==> config.mk <==
export PLATFORM = sky130hd
export DESIGN_NAME = memsched_flat
export DESIGN_NICKNAME = d
export VERILOG_FILES = /design/src/rtl/memsched_if.sv /design/src/rtl/memsched.sv /design/src/flat_wrapper.sv
export SDC_FILE = /design/constraint.sdc
export NUM_CORES = 1
export LEC_CHECK = 0
export BUFFER_PORTS_ARGS = -buffer_cell sky130_fd_sc_hd__buf_4
export CORE_MARGIN = 5
export CORE_UTILIZATION = 50
export DETAILED_ROUTE_END_ITERATION = 12
export HOLD_SLACK_MARGIN = 0.06
export PLACE_DENSITY = 0.74
export SLEW_MARGIN = 20
export SYNTH_ARGS = -nofsm -noshare
export SYNTH_HDL_FRONTEND = slang
export SYNTH_SLANG_ARGS = --single-unit
==> constraint.sdc <==
create_clock -name clk -period 16 [get_ports clk]
set_input_delay 2.4 -clock clk [delete_from_list [all_inputs] [get_ports clk]]
set_output_delay 2.4 -clock clk [all_outputs]
set_load 0.01 [all_outputs]
==> src/rtl/memsched_if.sv <==
// memsched_if: request/response and byte-port signals for the memory scheduler.
// The slave modport belongs to the scheduler. The master modport belongs to
// whatever drives the requests and models the RAM/IO port.
interface memsched_if #(
    parameter int ADDR_W = 32
);
    // byte-wide RAM/IO port
    logic              iIO_buffer_full;
    logic [7:0]        iMEM_dt;
    logic              oMEM_rw;
    logic [ADDR_W-1:0] oMEM_addr;
    logic [7:0]        oMEM_dt;

    // instruction fetcher
    logic              iINF_en;
    logic [ADDR_W-1:0] iINF_addr;
    logic              oINF_done;
    logic [31:0]       oINF_inst;

    // data cache
    logic              iDC_en;
    logic              iDC_ls;
    logic [1:0]        iDC_len;
    logic [ADDR_W-1:0] iDC_addr;
    logic [31:0]       iDC_dt;
    logic              oDC_done;
    logic [31:0]       oDC_dt;

    modport slave (
        input  iIO_buffer_full, iMEM_dt,
        input  iINF_en, iINF_addr,
        input  iDC_en, iDC_ls, iDC_len, iDC_addr, iDC_dt,
        output oMEM_rw, oMEM_addr, oMEM_dt,
        output oINF_done, oINF_inst,
        output oDC_done, oDC_dt
    );

    modport master (
        output iIO_buffer_full, iMEM_dt,
        output iINF_en, iINF_addr,
        output iDC_en, iDC_ls, iDC_len, iDC_addr, iDC_dt,
        input  oMEM_rw, oMEM_addr, oMEM_dt,
        input  oINF_done, oINF_inst,
        input  oDC_done, oDC_dt
    );
endinterface

==> src/rtl/memsched.sv <==
// memsched: byte-serial scheduler that shares one 8-bit RAM/IO port between
// the instruction fetcher (4-byte reads) and the data cache (1/2/4-byte loads
// and stores). Each request is split into byte beats. Read data is reassembled
// little-endian, and each transaction returns exactly one done pulse.
// Optional build macro MEMSCHED_RR_EN: round-robin grant on ties. Without it,
// DC always has priority over INF.
module memsched #(
    parameter int         ADDR_W = 32,
    parameter logic [1:0] IO_HI  = 2'b11
) (
    input  logic       clk,
    input  logic       rst,
    input  logic       rdy,
    input  logic       clr,
    memsched_if.slave  bus
);
    typedef enum logic [1:0] {IDLE, READ, WRITE, DONE} state_t;
    typedef enum logic [1:0] {OWN_NONE, OWN_INF, OWN_DC} owner_t;

    state_t            state_reg;
    owner_t            owner_reg;
    logic [ADDR_W-1:0] base_reg;
    logic [ADDR_W-1:0] addr_reg;
    logic [1:0]        last_beat_reg;   // number of bytes minus one
    logic [1:0]        beat_reg;        // index of the byte whose address is driven
    logic [1:0]        cap_reg;         // index of the next read byte to capture
    logic              issuing_reg;     // a read address is on the bus this cycle
    logic              vld_reg;         // iMEM_dt holds byte cap_reg this cycle
    logic              rw_reg;
    logic [7:0]        wr_dt_reg;
    logic [31:0]       wdata_reg;
    logic [31:0]       rbuf_reg;
    logic              inf_done_reg;
    logic              dc_done_reg;
    logic [31:0]       inf_inst_reg;
    logic [31:0]       dc_dt_reg;
`ifdef MEMSCHED_RR_EN
    logic              last_inf_reg;    // 1 = INF was the most recent grant
`endif

    logic              io_stall;
    logic              inf_req;
    logic              grant_dc;
    logic              grant_inf;
    logic [1:0]        dc_last;
    logic [1:0]        beat_nxt;
    logic [31:0]       rd_word;
    logic [7:0]        wbytes [4];

    genvar gi;

    // An I/O write waits while the UART tx buffer is full. The beat holds.
    assign io_stall = (state_reg == WRITE) && (addr_reg[17:16] == IO_HI) && bus.iIO_buffer_full;
    // A flush at this edge blocks any new INF grant.
    assign inf_req  = bus.iINF_en && !clr;
    // Length code 10 is treated as a word.
    assign dc_last  = (bus.iDC_len == 2'b00) ? 2'd0 :
                      (bus.iDC_len == 2'b01) ? 2'd1 : 2'd3;
    assign beat_nxt = beat_reg + 2'd1;

    // Reassembly word: the byte now on iMEM_dt drops into its little-endian slot.
    generate
        for (gi = 0; gi < 4; gi++) begin : g_merge
            assign rd_word[8*gi +: 8] = (cap_reg == 2'(gi)) ? bus.iMEM_dt : rbuf_reg[8*gi +: 8];
            assign wbytes[gi]         = wdata_reg[8*gi +: 8];
        end
    endgenerate

    // Grant selection in IDLE: fixed DC priority, or alternate on a tie.
    always_comb begin
        grant_dc  = 1'b0;
        grant_inf = 1'b0;
`ifdef MEMSCHED_RR_EN
        if (bus.iDC_en && inf_req) begin
            grant_dc  = last_inf_reg;
            grant_inf = !last_inf_reg;
        end else if (bus.iDC_en) begin
            grant_dc  = 1'b1;
        end else if (inf_req) begin
            grant_inf = 1'b1;
        end
`else
        if (bus.iDC_en) begin
            grant_dc  = 1'b1;
        end else if (inf_req) begin
            grant_inf = 1'b1;
        end
`endif
    end

    // Scheduler FSM. A low rdy freezes every register.
    always_ff @(posedge clk or posedge rst) begin
        if (rst) begin
            state_reg     <= IDLE;
            owner_reg     <= OWN_NONE;
            base_reg      <= '0;
            addr_reg      <= '0;
            last_beat_reg <= 2'd0;
            beat_reg      <= 2'd0;
            cap_reg       <= 2'd0;
            issuing_reg   <= 1'b0;
            vld_reg       <= 1'b0;
            rw_reg        <= 1'b0;
            wr_dt_reg     <= 8'h00;
            wdata_reg     <= 32'h0;
            rbuf_reg      <= 32'h0;
            inf_done_reg  <= 1'b0;
            dc_done_reg   <= 1'b0;
            inf_inst_reg  <= 32'h0;
            dc_dt_reg     <= 32'h0;
`ifdef MEMSCHED_RR_EN
            last_inf_reg  <= 1'b1;
`endif
        end else if (rdy) begin
            inf_done_reg <= 1'b0;
            dc_done_reg  <= 1'b0;
            case (state_reg)
                IDLE: begin
                    rbuf_reg    <= 32'h0;
                    cap_reg     <= 2'd0;
                    beat_reg    <= 2'd0;
                    vld_reg     <= 1'b0;
                    if (grant_dc) begin
                        owner_reg     <= OWN_DC;
                        base_reg      <= bus.iDC_addr;
                        addr_reg      <= bus.iDC_addr;
                        wdata_reg     <= bus.iDC_dt;
                        last_beat_reg <= dc_last;
`ifdef MEMSCHED_RR_EN
                        last_inf_reg  <= 1'b0;
`endif
                        if (bus.iDC_ls) begin
                            state_reg <= WRITE;
                            rw_reg    <= 1'b1;
                            wr_dt_reg <= bus.iDC_dt[7:0];
                        end else begin
                            state_reg   <= READ;
                            issuing_reg <= 1'b1;
                        end
                    end else if (grant_inf) begin
                        owner_reg     <= OWN_INF;
                        base_reg      <= bus.iINF_addr;
                        addr_reg      <= bus.iINF_addr;
                        last_beat_reg <= 2'd3;
                        state_reg     <= READ;
                        issuing_reg   <= 1'b1;
`ifdef MEMSCHED_RR_EN
                        last_inf_reg  <= 1'b1;
`endif
                    end
                end
                READ: begin
                    if (clr && owner_reg == OWN_INF) begin
                        // A flush drops the fetch without a done pulse.
                        state_reg   <= IDLE;
                        owner_reg   <= OWN_NONE;
                        addr_reg    <= '0;
                        issuing_reg <= 1'b0;
                        vld_reg     <= 1'b0;
                    end else begin
                        // The address issued this cycle returns data next cycle.
                        vld_reg <= issuing_reg;
                        if (issuing_reg) begin
                            if (beat_reg == last_beat_reg) begin
                                issuing_reg <= 1'b0;
                                addr_reg    <= '0;
                            end else begin
                                beat_reg <= beat_nxt;
                                addr_reg <= base_reg + ADDR_W'(beat_nxt);
                            end
                        end
                        if (vld_reg) begin
                            rbuf_reg <= rd_word;
                            cap_reg  <= cap_reg + 2'd1;
                            if (cap_reg == last_beat_reg) begin
                                state_reg <= DONE;
                                if (owner_reg == OWN_INF) begin
                                    inf_done_reg <= 1'b1;
                                    inf_inst_reg <= rd_word;
                                end else begin
                                    dc_done_reg <= 1'b1;
                                    dc_dt_reg   <= rd_word;
                                end
                            end
                        end
                    end
                end
                WRITE: begin
                    if (!io_stall) begin
                        if (beat_reg == last_beat_reg) begin
                            state_reg   <= DONE;
                            rw_reg      <= 1'b0;
                            addr_reg    <= '0;
                            wr_dt_reg   <= 8'h00;
                            dc_done_reg <= 1'b1;
                        end else begin
                            beat_reg  <= beat_nxt;
                            addr_reg  <= base_reg + ADDR_W'(beat_nxt);
                            wr_dt_reg <= wbytes[beat_nxt];
                        end
                    end
                end
                DONE: begin
                    // Bubble cycle. Requests seen at this edge are ignored.
                    state_reg <= IDLE;
                    owner_reg <= OWN_NONE;
                end
                default: state_reg <= IDLE;
            endcase
        end
    end

    // A paused or stalled cycle must never write. A flush cancels a pending fetch done.
    assign bus.oMEM_rw   = rw_reg && rdy && !io_stall;
    assign bus.oMEM_addr = addr_reg;
    assign bus.oMEM_dt   = wr_dt_reg;
    assign bus.oINF_done = inf_done_reg && rdy && !clr;
    assign bus.oINF_inst = inf_inst_reg;
    assign bus.oDC_done  = dc_done_reg && rdy;
    assign bus.oDC_dt    = dc_dt_reg;
endmodule

==> src/flat_wrapper.sv <==
// flat-port wrapper written by rule: the top's interface ports become plain ports
module memsched_flat 
#(
    parameter int         ADDR_W = 32,
    parameter logic [1:0] IO_HI  = 2'b11
)
  (clk, rst, rdy, clr, bus_iIO_buffer_full, bus_iMEM_dt, bus_iINF_en, bus_iINF_addr, bus_iDC_en, bus_iDC_ls, bus_iDC_len, bus_iDC_addr, bus_iDC_dt, bus_oMEM_rw, bus_oMEM_addr, bus_oMEM_dt, bus_oINF_done, bus_oINF_inst, bus_oDC_done, bus_oDC_dt);
  memsched_if #(.ADDR_W(ADDR_W)) bus_i ();
  input  logic clk;
  input  logic rst;
  input  logic rdy;
  input  logic clr;
  input wire logic [$bits(bus_i.iIO_buffer_full)-1:0] bus_iIO_buffer_full;
  input wire logic [$bits(bus_i.iMEM_dt)-1:0] bus_iMEM_dt;
  input wire logic [$bits(bus_i.iINF_en)-1:0] bus_iINF_en;
  input wire logic [$bits(bus_i.iINF_addr)-1:0] bus_iINF_addr;
  input wire logic [$bits(bus_i.iDC_en)-1:0] bus_iDC_en;
  input wire logic [$bits(bus_i.iDC_ls)-1:0] bus_iDC_ls;
  input wire logic [$bits(bus_i.iDC_len)-1:0] bus_iDC_len;
  input wire logic [$bits(bus_i.iDC_addr)-1:0] bus_iDC_addr;
  input wire logic [$bits(bus_i.iDC_dt)-1:0] bus_iDC_dt;
  output wire logic [$bits(bus_i.oMEM_rw)-1:0] bus_oMEM_rw;
  output wire logic [$bits(bus_i.oMEM_addr)-1:0] bus_oMEM_addr;
  output wire logic [$bits(bus_i.oMEM_dt)-1:0] bus_oMEM_dt;
  output wire logic [$bits(bus_i.oINF_done)-1:0] bus_oINF_done;
  output wire logic [$bits(bus_i.oINF_inst)-1:0] bus_oINF_inst;
  output wire logic [$bits(bus_i.oDC_done)-1:0] bus_oDC_done;
  output wire logic [$bits(bus_i.oDC_dt)-1:0] bus_oDC_dt;
  assign bus_i.iIO_buffer_full = bus_iIO_buffer_full;
  assign bus_i.iMEM_dt = bus_iMEM_dt;
  assign bus_i.iINF_en = bus_iINF_en;
  assign bus_i.iINF_addr = bus_iINF_addr;
  assign bus_i.iDC_en = bus_iDC_en;
  assign bus_i.iDC_ls = bus_iDC_ls;
  assign bus_i.iDC_len = bus_iDC_len;
  assign bus_i.iDC_addr = bus_iDC_addr;
  assign bus_i.iDC_dt = bus_iDC_dt;
  assign bus_oMEM_rw = bus_i.oMEM_rw;
  assign bus_oMEM_addr = bus_i.oMEM_addr;
  assign bus_oMEM_dt = bus_i.oMEM_dt;
  assign bus_oINF_done = bus_i.oINF_done;
  assign bus_oINF_inst = bus_i.oINF_inst;
  assign bus_oDC_done = bus_i.oDC_done;
  assign bus_oDC_dt = bus_i.oDC_dt;
  memsched #(.ADDR_W(ADDR_W), .IO_HI(IO_HI)) u_core (.clk(clk), .rst(rst), .rdy(rdy), .clr(clr), .bus(bus_i));
endmodule
# After elaboration in Yosys (flattened, before gate mapping)
# Cells that the tools add are included.
# totals
output_inout_bits	107
elab_cells	155
reg_bits	215
inputBits	114
# classes
bitwise_logic	3
add_sub_neg	3
eq_ne	24
reduce_logical	32
n_mux	75
order_cmp	1
# op_table
op	count
two-way mux 32 bit	8
case mux 32 bit (3 select lines)	1
two-way mux 8 bit	10
case mux 32 bit (2 select lines)	1
two-way mux 2 bit	20
adder 32 x 2 -> 32 bit	1
two-way mux 1 bit	25
AND reduction 6 bit	4
binary-select mux 8 bit (select 2 bit)	1
case mux 8 bit (2 select lines)	1
AND reduction 5 bit	3
inequality test 3 x 1 -> 1 bit (second input constant)	4
case mux 2 bit (3 select lines)	2
AND reduction 4 bit	3
== test 2 bit (second input constant)	5
logical AND 1 bit	9
== test 2 x 1 -> 1 bit (second input constant)	4
inequality test 2 x 1 -> 1 bit (second input constant)	4
inequality test 2 bit (second input constant)	4
case mux 1 bit (2 select lines)	4
case mux 2 bit (4 select lines)	1
zero test 2 bit	3
AND reduction 3 bit	2
nonzero test 2 bit	3
other kinds (10)	15

# Depth between registers and ports, before layout
# logic_depth
ltp_word	8
depth_mapped	10
ltp_nobuf	8

# Worst setup path before layout
# Ideal clock, no wire load.
# synth_path
path_type	input-to-output
from	in rdy
to	out bus_oMEM_rw
path_slack_ns	10.500
cell_stages	3
n_path_buf	2
required_time_ns	13.600
arrival_ns	3.100
cell_sequence	clkbuf_1 clkbuf_1 and3_1
# synth_between
elab_chain_len	2
# synth_rtl
item	line	source
start: declaration	flat_wrapper.sv:11	input logic rdy;
logical AND 1 bit (2 in a row)	memsched.sv:214	assign bus.oMEM_rw = rw_reg && rdy && !io_stall;
end: declaration	flat_wrapper.sv:22	output wire logic [$bits(bus_i.oMEM_rw)-1:0] bus_oMEM_rw;
# Every way passes these cells.

# Worst setup path after layout
# layout_path
from	in rdy
to	out bus_oINF_done
# layout_between
elab_chain_len	2
# layout_rtl
item	line	source
logical AND 1 bit (2 in a row)	memsched.sv:217	assign bus.oINF_done = inf_done_reg && rdy && !clr;
end: declaration	flat_wrapper.sv:25	output wire logic [$bits(bus_i.oINF_done)-1:0] bus_oINF_done;
# Every way passes these cells.

==> flow_metrics.env <==
export IMPL_whs_endpoint="u_core.bus.oMEM_dt[1]"
export IMPL_crit_chain="buf_4, inv_1, nor3b_1, buf_4"
export IMPL_clock_latency_ns=0.51
export IMPL_drc=0
export IMPL_ys_async_sr_fraction_pct=100
export IMPL_cts_resized=0
export IMPL_power_density_nw_per_um2=185
export IMPL_clkTransAtPathRegs_ns=0.05
export IMPL_fin_tns_setup_ns=0
export IMPL_numPortBuffers=220
export IMPL_cp_required_ns=13.60
export IMPL_ant_nets=0
export IMPL_grt_usage_pct=21.0
export IMPL_power_frac_seq_pct=39.7
export IMPL_reg2regPathDepth=7
export IMPL_setup_viol=0
export IMPL_rr_endpoint="u_core.bus.oMEM_addr[22]"
export IMPL_hold_viol=0
export IMPL_dp_hpwl_microns=17400
export IMPL_yosysSeqAreaShare_pct=53.2
export IMPL_syn_area_per_cell_sq_um=10.8
export IMPL_ys_ff_latch=215
export IMPL_dpl_cell_count=1363
export IMPL_worst_ep_arrival_time_ns=3.16
export IMPL_tightest_slew_ns=0.875
export IMPL_final_cells=1401
export IMPL_crit_path_max_incr_delay_ns=0.22
export IMPL_rows=52
export IMPL_syn_to_final_growth_pct=24.9
export IMPL_synthTopCellsByCount="dfrtp_1 (215), a21oi_1 (83), nor2_1 (82)"
export IMPL_start_util_pct=50.3
export IMPL_relSlewSlack_pct=41.2
export IMPL_totalWireLength_microns=24900
export IMPL_drive_above_1_share_pct=28.0
export IMPL_cts_root_buf="clkbuf_16"
export IMPL_r2r_setup_slack_ns=12.80
export IMPL_synth_cell_type_count=55
export IMPL_cts_buffers=23
export IMPL_critPathSlowestCell="buf_4"
export IMPL_crit_path_start_kind="input port"
export IMPL_rsz0062_at_grt="false"
export IMPL_hp_start="u_core.bus.oMEM_dt[1]"
export IMPL_fp_dieH_microns=152
export IMPL_path_class="input port to primary output"
export IMPL_synth_fp_nets=1060
export IMPL_cap_viol_max_count=0
export IMPL_clockBufferDepth=3
export IMPL_antennaDiodeCount=0
export IMPL_synth_most_common_cell="dfrtp_1"
export IMPL_yosys_area_top_type="dfrtp_1"
export IMPL_nNetsFinal=1244
export IMPL_synth_top_area_share_pct=53.2
export IMPL_post_cts_setup_buffer_count=0
export IMPL_worstReg2RegStart="u_core.beat_reg[1]"
export IMPL_finalMaxSlewViolations=0
export IMPL_finalClockSkew_ns=0.0159
export IMPL_io_pins=221
export IMPL_drtPass1Iterations=5
export IMPL_ctsHoldBuffers=0
export IMPL_synthesis_area_sq_um=10100
export IMPL_pwr_share_clk_pct=21.7
export IMPL_grt_pass1_vias=7926
export IMPL_status="finished clean"
export IMPL_crit_fanout=23
export IMPL_p_sw_share_pct=36.2
export IMPL_clock_sinks=215
export IMPL_grt_pass1_wl_microns=41000
export IMPL_dieWidth_microns=152
export IMPL_hold_depth=2
export IMPL_clock_fmax_mhz=180
export IMPL_hold_path_class="flip-flop to flip-flop"
export IMPL_ir_drop_v=0.000119
export IMPL_wl_per_cell_microns=17.7
export IMPL_comb_power_share_pct=38.6
export IMPL_gr_total_overflow=0
export IMPL_min_period_ns=5.56
export IMPL_switching_power_uw=844
export IMPL_dieArea_sq_um=23200
export IMPL_cts_tree="yes"
export IMPL_via_count=7807
export IMPL_gp_congestion=0.862
export IMPL_design_core_area_sq_um=20100
export IMPL_antenna_found_initial=0
export IMPL_cts_htree_levels=1
export IMPL_synth_cells=934
export IMPL_power_leakage_nw=5.95
export IMPL_synth_warnings=0
export IMPL_p_int_mw=1.49
export IMPL_vias_per_cell=5.57
export IMPL_whs_ns=0.482
export IMPL_end_kind="primary output"
export IMPL_synth_flop_cell="dfrtp_1"
export IMPL_grt_max_degree=153
export IMPL_synth_edf_count=0
export IMPL_synthTopCellsByArea="dfrtp_1 (53%), mux2i_1 (6.7%), a21oi_1 (4.1%)"
export IMPL_drt_initial_drc_count=404
export IMPL_timing_final_crit_share_pct=34.8
export IMPL_cp_common_cell="buf_4"
[metal layers]
layer	up-vias	wire length, microns	track usage, %
met5	-	0	0
met4	0	496	4.84
met3	39	1420	4.46
met2	244	12100	35.0
met1	3796	10800	28.3
li1	3728	-	-
[critical path, delay by kind of cell]
family | cells | cell delay [ns]
buffers and inverters | 3 | 0.54
AND/OR/NAND/NOR | 1 | 0.20
[area by class of cell]
class,instances,area [sq um]
Inverter,19,83.8
Multi-Input combinational cell,631,4400
Clock inverter,7,72.6
Tap cell,270,338
Fill cell,1632,7470
Sequential cell,215,5380
Clock buffer,31,646
Timing Repair Buffer,228,1710
[placed cells by master, fill, tap and decap left out, types with 13 or more instances in the layout]
master,instances
nand2_1,60
o21ai_0,55
xnor2_1,22
clkbuf_16,23
buf_4,228
inv_1,18
nor3_1,19
nor2_1,82
dfrtp_1,215
nand4_1,16
a22o_1,33
nand3_1,13
mux2_2,33
a21oi_1,83
mux2i_1,68
and3_1,15
a221o_1,13
[worst max path at each step]
stage / startpoint / cells after the start / endpoint / slack (ns)
after CTS: rdy / 4 / bus_oINF_done / 10.42
after detailed placement: rdy / 4 / bus_oINF_done / 10.43
after global routing: rdy / 4 / bus_oINF_done / 10.34
after global placement: rdy / 4 / bus_oINF_done / 10.44
after floorplan: rst / 1 / u_core.base_reg[0] / 7.72
final: rdy / 4 / bus_oINF_done / 10.44
[stage by stage]
| step | power (mW) | setup WS, ns | util, % | cell area, sq um |
|---|---|---|---|---|
| finish | 2.33 | 10.44 | 62.8 | 12600 |
| global route | 2.49 | 10.34 | 62.8 | 12600 |
| CTS | 2.35 | 10.42 | 62.8 | 12600 |
| detailed placement | 1.83 | 10.43 | 59.2 | 11900 |
| global placement | 1.80 | 10.44 | 59.2 | 11900 |
| floorplan | 1.51 | 7.72 | - | 10100 |
[cells by family (layout without fill, tap and decap cells)]
family	count (synthesis)	in the layout	share of synthesized area, %
fa+ha+maj	12	12	1.56
xor+xnor	27	27	2.34
flops	215	215	53.2
simple gates	252	252	12.4
mux	109	109	12.2
compound gates	231	231	14.8
buf+inv	88	285	3.46
[power by group through the flow]
stage	sequential, mW	clock (mW)	combinational (mW)
2_1_floorplan	0.941	0	0.566
3_3_place_gp	0.925	0	0.876
6_report	0.926	0.506	0.899
5_1_grt	0.955	0.539	0.992
4_1_cts	0.925	0.516	0.907
3_5_place_dp	0.931	0	0.903
Note: power is estimated with default switching activity, not from simulation.
